File: config.mk
export PLATFORM = sky130hd
export DESIGN_NAME = i2s_frame_controller
export DESIGN_NICKNAME = d
export VERILOG_FILES = /design/src/rtl/i2s_frame_controller.sv
export SDC_FILE = /design/constraint.sdc
export NUM_CORES = 1
export LEC_CHECK = 0
export CAP_MARGIN = 10
export CORE_MARGIN = 8
export CORE_UTILIZATION = 44
export CTS_CLUSTER_SIZE = 28
export DETAILED_ROUTE_END_ITERATION = 12
export MAX_ROUTING_LAYER = met4
export PLACE_DENSITY = 0.71
export SYNTH_ARGS = -nofsm -noshare
export SYNTH_HDL_FRONTEND = slang
export SYNTH_SLANG_ARGS = --single-unit
File: constraint.sdc
create_clock -name i2s_bclk -period 3.01 [get_ports i2s_bclk]
set_clock_uncertainty 0.1 [all_clocks]
set_input_delay 0.602 -clock i2s_bclk [delete_from_list [all_inputs] [get_ports i2s_bclk]]
set_output_delay 0.602 -clock i2s_bclk [all_outputs]
set_load 0.1 [all_outputs]
File: src/rtl/i2s_frame_controller.sv
// ---------------------------------------------------------------------------
// i2s_frame_controller
//
// Bit-clock sequencer for the I2S microphone front end. It generates the
// word select that frames the serial stream, discards a configurable number
// of warm-up frames after enable, gates which stereo slots downstream keeps,
// and shuts the link down only on frame boundaries.
//
// Parameters
//   SLOT_WIDTH     bclk cycles per channel slot (frame = 2*SLOT_WIDTH), 2..32
//   WARMUP_FRAMES  frames discarded after enable (0 = capture immediately)
//
// Ports
//   i2s_bclk     bit clock, all logic on posedge
//   sys_rst_n    asynchronous active-low reset
//   enable       level request to stream
//   left_en      capture left slot  (latched at frame boundaries)
//   right_en     capture right slot (latched at frame boundaries)
//   i2s_ws       word select, 0 = left, 1 = right
//   capture_en   high for every bclk of a slot that must be kept
//   frame_start  one-cycle pulse on the first bclk of each captured frame
//   running      high while in RUN
//   state        00 IDLE, 01 WARMUP, 10 RUN, 11 DRAIN
//   frame_count  frames completed with capture active (wraps)
// ---------------------------------------------------------------------------
module i2s_frame_controller #(
    parameter int SLOT_WIDTH    = 16,
    parameter int WARMUP_FRAMES = 1024
) (
    input  logic        i2s_bclk,
    input  logic        sys_rst_n,
    input  logic        enable,
    input  logic        left_en,
    input  logic        right_en,
    output logic        i2s_ws,
    output logic        capture_en,
    output logic        frame_start,
    output logic        running,
    output logic [1:0]  state,
    output logic [15:0] frame_count
);

    localparam int BW = (SLOT_WIDTH <= 2) ? 1 : $clog2(SLOT_WIDTH);
    localparam logic [BW-1:0] BIT_LAST  = BW'(SLOT_WIDTH - 1);
    // Unused when WARMUP_FRAMES is 0 because WARMUP is then never entered.
    localparam logic [15:0]   WARM_LAST = (WARMUP_FRAMES == 0) ? 16'd0 : 16'(WARMUP_FRAMES - 1);

    typedef enum logic [1:0] {
        ST_IDLE   = 2'b00,
        ST_WARMUP = 2'b01,
        ST_RUN    = 2'b10,
        ST_DRAIN  = 2'b11
    } state_t;

    state_t        state_reg, state_next;
    logic [BW-1:0] bit_cnt_reg, bit_cnt_next;
    logic          ws_reg, ws_next;
    logic [15:0]   warm_cnt_reg, warm_cnt_next;
    logic          left_lat_reg, left_lat_next;
    logic          right_lat_reg, right_lat_next;
    logic          from_run_reg, from_run_next;
    logic [15:0]   frame_count_reg, frame_count_next;
    logic          capture_en_reg, capture_en_next;
    logic          frame_start_reg, frame_start_next;
    logic          running_reg, running_next;

    logic slot_last;
    logic frame_last;
    logic capture_active;

    assign slot_last  = (bit_cnt_reg == BIT_LAST);
    assign frame_last = slot_last && ws_reg;

    // State and datapath registers
    always_ff @(posedge i2s_bclk or negedge sys_rst_n) begin
        if (!sys_rst_n) begin
            state_reg       <= ST_IDLE;
            bit_cnt_reg     <= '0;
            ws_reg          <= 1'b0;
            warm_cnt_reg    <= '0;
            left_lat_reg    <= 1'b0;
            right_lat_reg   <= 1'b0;
            from_run_reg    <= 1'b0;
            frame_count_reg <= '0;
            capture_en_reg  <= 1'b0;
            frame_start_reg <= 1'b0;
            running_reg     <= 1'b0;
        end else begin
            state_reg       <= state_next;
            bit_cnt_reg     <= bit_cnt_next;
            ws_reg          <= ws_next;
            warm_cnt_reg    <= warm_cnt_next;
            left_lat_reg    <= left_lat_next;
            right_lat_reg   <= right_lat_next;
            from_run_reg    <= from_run_next;
            frame_count_reg <= frame_count_next;
            capture_en_reg  <= capture_en_next;
            frame_start_reg <= frame_start_next;
            running_reg     <= running_next;
        end
    end

    // Next-state and datapath logic
    always_comb begin
        state_next       = state_reg;
        bit_cnt_next     = bit_cnt_reg;
        ws_next          = ws_reg;
        warm_cnt_next    = warm_cnt_reg;
        left_lat_next    = left_lat_reg;
        right_lat_next   = right_lat_reg;
        from_run_next    = from_run_reg;
        frame_count_next = frame_count_reg;

        if (state_reg == ST_IDLE) begin
            bit_cnt_next = '0;
            ws_next      = 1'b0;
            if (enable) begin
                left_lat_next  = left_en;
                right_lat_next = right_en;
                warm_cnt_next  = '0;
                from_run_next  = 1'b0;
                state_next     = (WARMUP_FRAMES == 0) ? ST_RUN : ST_WARMUP;
            end
        end else begin
            // The wrap at the frame boundary also lands on bit 0 / ws 0,
            // which is exactly the IDLE entry condition.
            if (slot_last) begin
                bit_cnt_next = '0;
                ws_next      = ~ws_reg;
            end else begin
                bit_cnt_next = bit_cnt_reg + 1'b1;
            end

            case (state_reg)
                ST_WARMUP: begin
                    if (!enable) begin
                        from_run_next = 1'b0;
                        state_next    = frame_last ? ST_IDLE : ST_DRAIN;
                    end else if (frame_last) begin
                        left_lat_next  = left_en;
                        right_lat_next = right_en;
                        if (warm_cnt_reg == WARM_LAST) begin
                            warm_cnt_next = '0;
                            state_next    = ST_RUN;
                        end else begin
                            warm_cnt_next = warm_cnt_reg + 16'd1;
                        end
                    end
                end
                ST_RUN: begin
                    if (frame_last) begin
                        frame_count_next = frame_count_reg + 16'd1;
                    end
                    if (!enable) begin
                        from_run_next = 1'b1;
                        state_next    = frame_last ? ST_IDLE : ST_DRAIN;
                    end else if (frame_last) begin
                        left_lat_next  = left_en;
                        right_lat_next = right_en;
                    end
                end
                default: begin
                    // DRAIN: enable is ignored until IDLE is reached.
                    if (frame_last) begin
                        state_next = ST_IDLE;
                        if (from_run_reg) begin
                            frame_count_next = frame_count_reg + 16'd1;
                        end
                    end
                end
            endcase
        end
    end

    // Output logic: computed from next values so the registered outputs line
    // up with the registered ws and state with no skew.
    always_comb begin
        capture_active   = (state_next == ST_RUN) ||
                           ((state_next == ST_DRAIN) && from_run_next);
        capture_en_next  = capture_active && (ws_next ? right_lat_next : left_lat_next);
        frame_start_next = capture_active && (bit_cnt_next == '0) && !ws_next;
        running_next     = (state_next == ST_RUN);
    end

    assign i2s_ws      = ws_reg;
    assign capture_en  = capture_en_reg;
    assign frame_start = frame_start_reg;
    assign running     = running_reg;
    assign state       = state_reg;
    assign frame_count = frame_count_reg;

endmodule
### Word-level counts from Yosys, hierarchy flattened

Cells that the tools add are included.

* register bits after elaboration: 45
* bits of input ports: 5
* output and inout bits: 22
* word-level logic and storage cells: 79

* $add $sub $neg: 3
* equal/unequal tests: 8
* mux-type cells: 39
* bitwise logic cells: 3
* reductions and logical operators: 15

Operators with widths (number)
* 2-to-1 mux 16 bit: 9
* adder 16 x 1 -> 16 bit, second input constant: 2
* one-hot mux 16 bit (2 select lines): 1
* 2-to-1 mux 1 bit: 17
* == test 16 x 10 -> 1 bit, second input constant: 1
* 2-to-1 mux 2 bit: 8
* 2-to-1 mux 4 bit: 2
* AND reduction 4 bit: 2
* == test 2 bit, second input constant: 3
* nonzero test 2 bit: 3
* logical AND 1 bit: 5
* adder 4 x 1 -> 4 bit, second input constant: 1
* == test 4 bit, second input constant: 1
* logical NOT 4 bit: 1
* != test 2 bit, second input constant: 2
* one-hot mux 2 bit (2 select lines): 1
* inverter 1 bit: 3
* == test 2 x 1 -> 1 bit, second input constant: 1
* logical NOT 2 bit: 1
* one-hot mux 1 bit (2 select lines): 1
* OR reduction 2 bit: 1
* logical NOT 1 bit: 1
* logical OR 1 bit: 1

### Logic depth before layout (Yosys ltp)

Gate-level depths: netlist (run 1).

* word-level depth: 11
* depth in mapped cells: 9
* depth with buffers taken out: 8

### Worst setup path before layout (run 1)

No wires, ideal clock.

* path kind: register to register
* start point: register state_reg[1], in the netlist state[1]
* end point: register frame_count_reg[11], in the netlist frame_count[11]
* library setup time: 158 ps
* arrival: 2723 ps
* required time: 2752 ps
* slack: 29 ps
* cell stages (with the launch flop): 10
* buffers on the path: 2
* period minus slack after synthesis: 2981 ps
* path through: dfrtp_1 -> inv_1 -> ha_1 -> buf_6 -> nand2b_4 -> or3_1 -> buf_2 -> nor4_4 -> nand4_1 -> xnor2_1

* cells in the longest elaborated chain, start to end: 3
* elaborated cells between the ends (all ways): 8
* classes of those cells: 2 x eq/ne; 1 x mux; 2 x bitwise; 3 x reduce/logical

RTL lines
* start, declared: line 55 `state_t state_reg, state_next;`
* start signal, assigned: line 89 `state_reg <= state_next;`
* == test 2 bit, or another cell as far along: line 134 `case (state_reg)`
* nonzero test 2 bit (no line) / inverter 1 bit (equally long branches)
* AND reduction 4 bit (no line)
* end signal, assigned: line 96 `frame_count_reg <= frame_count_next;`
* end, declared: line 62 `logic [15:0] frame_count_reg, frame_count_next;`

Parallel ways exist; a longest one is shown, timed or not.
A chain may end at the register's enable or synchronous reset.

### Final worst setup path (run 1)

* start point: register bit_cnt_reg[0]
* end point: register frame_count_reg[11], in the netlist frame_count[11]

* cells in the longest elaborated chain, start to end: 3

RTL lines
* start, declared: line 56 `logic [BW-1:0] bit_cnt_reg, bit_cnt_next;`
* start signal, assigned: line 90 `bit_cnt_reg <= bit_cnt_next;`
* == test 4 bit: line 71 `assign slot_last = (bit_cnt_reg == BIT_LAST);`
* logical AND 1 bit: line 72 `assign frame_last = slot_last && ws_reg;`
* AND reduction 4 bit (no line)

Every way passes these cells.

==> qor.yml, run 1 <==
final_layout:
  multi_input_area_um2: 1110
  final_cell_count_no_fill: 322
  layout.nets: 263
  fillers: 479
  diodes: 0
  drive_gt1_share_pct: 19.4
  area_delta_synth_final_pct: 15.2
  regArea_um2: 1130
timing:
  fin_tns_setup_ps: 0
  final.period_utilization_pct: 85.2
  rsz0062_at_grt: "false"
  finalSetupViolCount: 0
  fin_ws_ps: 445
  final_max_slew_viol_count: 0
  max_freq_ghz: 0.390
  period_minus_slack_ps: 2570
  timing.hold.ws_ps: 361
  slew_headroom_pct: 35.2
  worst_slew_pin_slew_ps: 971
  hold_viol: 0
yosys:
  synthAdderAreaFrac_pct: 3.80
  synthSimpleGateAreaFrac_pct: 24.7
  ys_seq_elements: 45
  ys_types: 45
  syn_area_per_cell_um2: 10.4
  async_flop_share_pct: 100
  synth_area_leaders: "dfrtp_1 (49%), xnor2_1 (8.7%), ha_1 (3.8%)"
  syn_inst: 221
  yosys_warnings: 0
  synth_seq_area_share_pct: 48.8
  synth_top_area_share_pct: 48.8
  synthesis.nets: 233
  synth-compound-area-share_pct: 7.98
  synth_edf_count: 0
  synth-main-ff-cell: "dfrtp_1"
  syn_area_um2: 2310
  synth_top_family_by_area: "simple AND/OR/NAND/NOR gates"
  synth_xor_area_share_pct: 9.88
  muxShareOfSynthArea_pct: 1.95
  yosysTopAreaCell: "dfrtp_1"
floorplan:
  rows: 26
  core_um2: 5070
  die-height_um: 88.4
  die-area_um2: 7810
  initial_core_util_pct: 45.4
  die_x_um: 88.4
  ioPinCount: 27
global_routing:
  grt_pass1_vias: 1638
  met1_usage_pct: 14.9
  busiest_layer: "met2"
  grt_max_degree: 46
  grt_pass1_wl_um: 7530
  met2_usage_pct: 19.6
  grt_usage_pct: 12.5
  antenna_found_initial: 0
  met3_usage_pct: 3.25
  grt_overflow: 0
power_and_ir_drop:
  finalPower_mw: 1.87
  p_leak_nw: 1.22
  ir_drop_uv: 431
  p_per_area_nw_per_um2: 705
clocking:
  clock_latency_ps: 300
  postCtsSetupBuffers: 0
  cts_resized: 0
  clock_path_buffers: 2
  cts_tree: "built"
  cts-buffers-inserted: 5
  clock-sinks: 45
  path_clk_slew_ps: 90
  cts-root-buf: "clkbuf_8"
  hold_buffers: 0
  htreeDepth: 2
place:
  dp.cells: 314
  pre_cts_slack_ps: 416
  place.gp.congestion: 0.796
  portBuffers: 26
  place_hpwl_um: 3200
worst_setup_path:
  critPathTopFamily: "simple AND/OR/NAND/NOR gates"
  critPathBufInv: 0
  crit_slowest_cell: "or3_1"
  path_max_fanout: 6
  timing_worst_setup_path_type: "flop to flop"
  reg2reg_slack_ps: 440
  critPathMaxStageDelay_ps: 490
  path_common_cell: "ha_1"
  worstPathCellList: "ha_1 > and3_1 > ha_1 > nand2b_4 > or3_1 > nor4_4 > nand4_1 > xnor2_1"
  required_ps: 3100
  critPathLaunchType: "flop"
  cp-end-kind: "flop"
  cp.arrival_ps: 2660
routing:
  drc_errors: 0
  vias: 1645
  detail_route.wl_per_cell_um: 13.3
  viasPerCell: 5.11
  drt-total-wl_um: 4290
  ant_nets: 0
  drt_iter0_drc: 153
  firstDrtPassIters: 4
flow_run:
  maxCapViolations: 0
min_path:
  hp-class: "input port to asynchronous set/reset pin"
status:
  outcome: "complete, no violations"
-- placed cells by master, fill, tap and decap left out, types with 2 or more instances in the layout --
cell type,count
and2b_2,2
ha_1,7
and4_1,3
mux2_2,2
inv_1,8
nand2_1,21
nor4_4,2
buf_4,23
a211oi_1,2
and3_2,2
xnor2_1,23
o21ai_0,9
xor2_1,3
nor2_1,23
clkdlybuf4s50_1,3
dfrtp_1,45
a21o_1,2
nand4_1,8
clkbuf_8,5
nand3_1,12
nand3b_1,3
nor3_1,7
a21oi_1,8
and3_1,4
-- final timing paths --
kind                                  from               to  cells past startpoint
max                         bit_cnt_reg[0]  frame_count[11]                      8
min                              sys_rst_n     left_lat_reg                      1
max reg2reg                 bit_cnt_reg[0]  frame_count[11]                      8
min reg2reg                frame_count[15]  frame_count[15]                      1
max in group asynchronous        sys_rst_n  frame_count[12]                      1
min in group i2s_bclk      frame_count[15]  frame_count[15]                      1
-- report_power, final --
| group | internal (mW) | switching [mW] | total [mW] |
|---|---|---|---|
| clock network | 0.165 | 0.212 | 0.377 |
| registers | 0.695 | 0.0692 | 0.764 |
| logic | 0.246 | 0.485 | 0.730 |
-- kinds of logic (layout without fill, tap and decap cells) --
logic type / Yosys count / in the layout
flops: 45 / 45
simple gates: 100 / 100
xor+xnor: 26 / 26
buf+inv: 12 / 43
compound gates: 28 / 28
fa+ha+maj: 7 / 7
mux: 3 / 3
-- through the flow --
stage / util (%) / area (um^2)
after global placement: 50.6 / 2570
final: 52.3 / 2660
after global routing: 52.3 / 2660
after CTS: 52.3 / 2660
after floorplan: - / 2310
after detailed placement: 50.6 / 2570
-- synthesized netlist by cell type, types with 2 or more instances --
library cell,n
a21oi_1,8
dfrtp_1,45
nor4_4,2
buf_6,2
inv_1,8
ha_1,7
and3_1,4
a211oi_1,2
nand3_1,12
and3_2,2
a21o_1,2
o21ai_0,9
xor2_1,3
nor3_1,7
nor2_1,23
xnor2_1,23
and2b_2,2
nand4_1,8
nand3b_1,3
and4_1,3
nand2_1,21
mux2_2,2
-- area by class of cell --
class,count,area share [%]
Sequential cell,45,42.4
Multi-Input combinational cell,164,42.0
Timing Repair Buffer,27,7.82
Tap cell,70,3.30
Clock buffer,5,2.59
Inverter,8,1.13
Clock inverter,3,0.801
-- layer usage --
| metal | routed length, um | part of all wire [%] | up-vias |
|---|---|---|---|
| met1 | 1950 | 45 | 775 |
| met2 | 2040 | 48 | 29 |
| met5 | 0 | 0 | - |
| met3 | 237 | 5.5 | 6 |
| met4 | 63 | 1.5 | 0 |
| li1 | - | - | 835 |
Note: power is estimated with default switching activity, not from simulation.
==> inputs of run 2 (changes only) <==
--- a/config.mk
+++ b/config.mk
@@ -8,7 +8,7 @@
 export CAP_MARGIN = 10
 export CORE_MARGIN = 8
 export CORE_UTILIZATION = 44
-export CTS_CLUSTER_SIZE = 28
+export CTS_CLUSTER_SIZE = 8
 export DETAILED_ROUTE_END_ITERATION = 12
 export MAX_ROUTING_LAYER = met4
 export PLACE_DENSITY = 0.71
==> results of run 2 <==
Final layout, timing and power as in run 1 (identical DEF).
==> variant 1: new RTL, settings of run 1 <==
Register the output `frame_count` once more, with the module's reset; this adds one clock of latency there. The other outputs are not delayed to match.
--- a/src/rtl/i2s_frame_controller.sv
+++ b/src/rtl/i2s_frame_controller.sv
@@ -187,6 +187,12 @@
     assign frame_start = frame_start_reg;
     assign running     = running_reg;
     assign state       = state_reg;
-    assign frame_count = frame_count_reg;
+    always_ff @(posedge i2s_bclk or negedge sys_rst_n) begin
+        if (!sys_rst_n) begin
+            frame_count <= '0;
+        end else begin
+            frame_count <= frame_count_reg;
+        end
+    end
 
 endmodule
Formal check against the unedited RTL: same outputs for any inputs over 10 cycles, from zero or initial values and one cycle with sys_rst_n low; that may be too few to reach the edited logic, so the function may still have changed.
==> variant 1 against run 1 <==
  * Power rose by 40%
  * Cell area increased by 23%
  * Die area rose by 14%
  * Synthesized cell count rose by 7.2%
  * Wire length is 17% higher
  * Setup slack improved by 0.033 ns
  * Area after synthesis increased by 18%
  * Sequential power rose by 28%
  * Sequential cell count is 16 higher
  * Combinational power grew 3.7%
  * Largest cell class unchanged
  * Largest power group unchanged
==> variant 1: results (changes against run 1) <==
* Status: complete, no violations
* Pre-Repair DR Iteration Count at 4 (unchanged)
* Final RePlAce weighted congestion at 0.814 (+2.3%)
* First-pass GRT wire length at 9070 µm (+20%)
* P_leak at 1.56 nW (+28%)
* Clk slew on worst S/H paths at 0.07 ns (-0.02 ns)
* Syn_nets at 249 (+6.9%)
* Fin Hold WS at 0.301 ns (-0.0600 ns)
* Vias in the first global route at 1975 (+21%)
* Maximum VDD drop at 669 µV (+55%)
* Num CTS Buffers at 9 (+4)
* Initial antenna violation count at 0 (unchanged)
* Compound-Gate Fraction of Synth Area at 8.85% (+0.88 points)
* Max Root-Sink Buffers at 2 (unchanged)
* Post-DP HPWL at 3620 µm (+13%)
* GRT Total Usage at 13.4% (+0.92 points)
* Ant. Diodes at 0 (unchanged)
* Xor-xnor portion of the synthesized cell area at 7.10% (-2.8 points)
* Clock latency at the later pin of the worst-skew pair at 0.34 ns (+0.04 ns)
* Worst path top cell family by delay: simple AND/OR/NAND/NOR gates
* Area share of the largest cell type after synthesis at 56.2% (+7.4 points)
* Post-CTS Setup Bufs at 0 (unchanged)
* Largest net degree at the start of global routing at 45 (-2.2%)
* Worst path slowest cell: or4b_1
* Via/cell ratio at 5.39 (+5.4%)
* Register area share after synthesis at 56.2% (+7.4 points)
* Worst EP arrival at 2.66 ns (about the same)
* Share of layout cells above drive strength 1 at 20.4% (+0.91 points)
* Critical R2R Launch: bit_cnt_reg[0]
* Synth Area in Adders at 3.23% (-0.57 points)
* H-tree Lvls at 3 (+1)
* PostCTS Resize Cnt at 0 (unchanged)
* Fillers at 517 (+7.9%)
* Hold Path End: frame_count[15]
* Final WL at 5020 µm (+17%)
* Nets@finish at 287 (+9.1%)
* Port buffer count at 26 (unchanged)
* Starting DRT DRC Count at 72 (-53%)
* Max incr delay on CP at 0.58 ns (+0.09 ns)
* Internal power at 1.73 mW (+57%)
* Main combinational cell family by area after synthesis: simple AND/OR/NAND/NOR gates
* R2R Path End: frame_count_reg[15]
* Yosys Warn Count at 0 (unchanged)
* Root Buffer: clkbuf_8
* Least-Margin Pin Slew at 0.938 ns (-0.0333 ns)
* Top cells by area, synth: dfrtp_1 56%, xnor2_1 5.2%, ha_1 3.2%, nand2_1 2.8%, nor2_1 2.6%
* Proportion of synthesized area in mux cells at 2.07% (+0.12 points)
* Hold Crit Class: flip-flop to flip-flop
* Library cells used by synthesis at 46 (+2.2%)
* Ys async rst share at 100% (unchanged)
* Max reg flops at 32
* Critical path fanouts, max at 7 (+1)
* Most common library cells after synthesis: 61 x dfrtp_1, 20 x nand2_1, 19 x nor2_1, 16 x xnor2_1, 14 x nand3_1
* Flop-to-flop setup slack at 0.48 ns (+0.03 ns)
variant 1: per-stage QoR:
step	cell area, µm²	cells	setup slack (ns)	power [mW]
after floorplan	2710	237	0.187	1.56
after detailed placement	3030	339	0.489	1.75
after global routing	3280	355	0.313	2.78
after CTS	3280	355	0.476	2.65
after global placement	3030	339	0.522	1.74
final	3280	355	0.478	2.62
variant 1: power groups by stage:
stage,clock (mW),sequential [mW],combinational [mW]
after detailed placement,0,0.990,0.759
after global routing,0.949,0.989,0.838
final,0.891,0.977,0.757
after floorplan,0,1.14,0.422
after global placement,0,0.988,0.748
after CTS,0.916,0.976,0.762
variant 1: layout make-up:
type	instances	area [µm²]	area share, %
Sequential cell	61	1530	46.6
Multi-Input combinational cell	165	1140	34.9
Timing Repair Buffer	31	238	7.25
Clock buffer	11	141	4.31
Clock inverter	5	108	3.28
Tap cell	75	93.8	2.86
Inverter	7	26.3	0.802
variant 1: routing by layer:
layer  share of wire (%)  track usage, %
met1                  46            16.0
met3                 3.3            2.94
met5                   0               -
met4                 2.8            8.97
met2                  48            19.8
variant 1: kinds of logic after synthesis:
kind of cell,Yosys count
XOR/XNOR,22
AO/OA/AOI/OAI,34
adder cells (fa/ha/maj),7
flip-flops,61
buffers and inverters,11
multiplexers,4
AND/OR/NAND/NOR,98
variant 1: worst max-delay path by stage:
stage,endpoint,depth (start not counted),slack (ns),startpoint
6_report,frame_count_reg[15],8,0.48,bit_cnt_reg[0]
5_1_grt,frame_count_reg[15],8,0.31,bit_cnt_reg[0]
4_1_cts,frame_count_reg[15],8,0.48,bit_cnt_reg[0]
3_5_place_dp,frame_count_reg[15],8,0.49,bit_cnt_reg[0]
3_3_place_gp,frame_count_reg[15],8,0.52,bit_cnt_reg[0]
2_1_floorplan,frame_count_reg[15],8,0.19,state[0]
==> variant 2: new RTL, flow settings as in run 1 <==
Made on the original files. The parameter `SLOT_WIDTH` goes from 16 to 32.
--- a/src/rtl/i2s_frame_controller.sv
+++ b/src/rtl/i2s_frame_controller.sv
@@ -24,7 +24,7 @@
 //   frame_count  frames completed with capture active (wraps)
 // ---------------------------------------------------------------------------
 module i2s_frame_controller #(
-    parameter int SLOT_WIDTH    = 16,
+    parameter int SLOT_WIDTH    = 32,
     parameter int WARMUP_FRAMES = 1024
 ) (
     input  logic        i2s_bclk,
Behaviour: same outputs for any inputs over 10 cycles, from zero or initial values and one cycle with sys_rst_n low; that may be too few to reach the edited logic, so the function may still have changed.
==> variant 2 against run 1 <==
  * Sequential power rose by 1%
  * Wire length rose by 7.5%
  * Setup slack better by 0.0026 ns
  * Count of clock-buffer cells in the layout up 1
  * Power decreased by 0.72%
  * Utilization up 0.29 points
  * Via count is 4.9% higher
  * Critical path type unchanged
  * Critical path depth grew 1
  * Highest routed layer unchanged
  * Cell area is 1.8% higher
  * Area after synthesis increased by 1.8%
  * Clock power down 2%
  * Sequential cell count up 1
==> variant 2: results (changes against run 1) <==
* Status: complete, no violations
* Nets@finish at 264 (+0.38%)
* Most common library cells after synthesis: 46 x dfrtp_1, 23 x nand2_1, 20 x nand3_1, 18 x nor2_1, 16 x xor2_1
* Power Sequential at 775 µW (+1%)
* DP Area at 2620 µm² (+2.0%)
* Share of layout cells above drive strength 1 at 19.0% (-0.40 points)
* Post-DP HPWL at 3350 µm (+4.7%)
* Largest net degree at the start of global routing at 47 (+2.2%)
* Syn_nets at 234 (+0.43%)
* Top cells by area, synth: dfrtp_1 49%, xor2_1 6.0%, ha_1 4.3%, nand3_1 4.3%, xnor2_1 4.1%
* Worst EP arrival at 2.65 ns (about the same)
* Library cells used by synthesis at 43 (-4.4%)
* Starting DRT DRC Count at 138 (-9.8%)
* P_leak at 1.30 nW (+6.5%)
* Worst path top cell family by delay: simple AND/OR/NAND/NOR gates
* Via/cell ratio at 5.36 (+4.9%)
* Wire per inst at 14.3 µm (+7.5%)
* Final RePlAce weighted congestion at 0.812 (+2.0%)
* Post-CTS Setup Bufs at 0 (unchanged)
* Maximum VDD drop at 676 µV (+57%)
* Internal power at 1.09 mW (-1.1%)
* Area growth from synthesis to layout at 15.2% (about the same)
* Worst path slowest cell: nor4_2
* Register area share after synthesis at 49.0% (+0.18 points)
* Max incr delay on CP at 0.39 ns (-0.10 ns)
* Pre-Repair DR Iteration Count at 5 (+1)
* Vias in the first global route at 1705 (+4.1%)
* GRT Total Usage at 13.4% (+0.98 points)
* Root Buffer: clkbuf_8
[variant 2: cell count changes in the layout (fill, tap and decap cells not counted), moves of 5 or more]
cell / change
o21ai_0: -5
nand3_1: +8
xnor2_1: -12
a21oi_1: -6
xor2_1: +13
nor2_1: -5
[variant 2: logic make-up after synthesis]
family	count (synthesis)	synth area share [%]
compound gates	19	6.02
xor+xnor	27	10.1
fa+ha+maj	8	4.26
buf+inv	10	1.87
flops	46	49.0
mux	4	2.40
simple gates	107	26.4
[variant 2: area by class of cell]
cell class	instances	area (µm²)
Multi-Input combinational cell	165	1150
Sequential cell	46	1150
Tap cell	70	87.6
Clock buffer	6	72.6
Inverter	7	26.3
Fill cell	482	2430
Timing Repair Buffer	26	200
Clock inverter	2	13.8
[variant 2: through the flow]
stage	std cells	hold WS [ns]	worst slack (ns)	total power [mW]	util, %
6_report	322	0.367	0.447	1.86	52.6
5_1_grt	322	0.410	0.205	1.99	52.6
4_1_cts	322	0.378	0.433	1.88	52.6
3_5_place_dp	314	0.366	0.465	1.50	50.9
3_3_place_gp	314	0.364	0.513	1.48	50.9
2_1_floorplan	221	0.206	0.327	1.34	-
[variant 2: worst paths after layout]
kind                                    to  cells past startpoint      startpoint
max                        frame_count[15]                      9  bit_cnt_reg[0]
min                               state[0]                      1       sys_rst_n
max reg2reg                frame_count[15]                      9  bit_cnt_reg[0]
min reg2reg                 bit_cnt_reg[0]                      1  bit_cnt_reg[0]
max in group asynchronous  frame_count[15]                      1       sys_rst_n
min in group i2s_bclk       bit_cnt_reg[0]                      1  bit_cnt_reg[0]
[variant 2: metal layers]
layer / global-route usage [%] / vias up / wire [µm]
met5: - / - / 0
met4: 4.08 / 0 / 23
met3: 3.68 / 2 / 239
met2: 20.5 / 48 / 2210
met1: 17.0 / 838 / 2140
li1: - / 838 / -
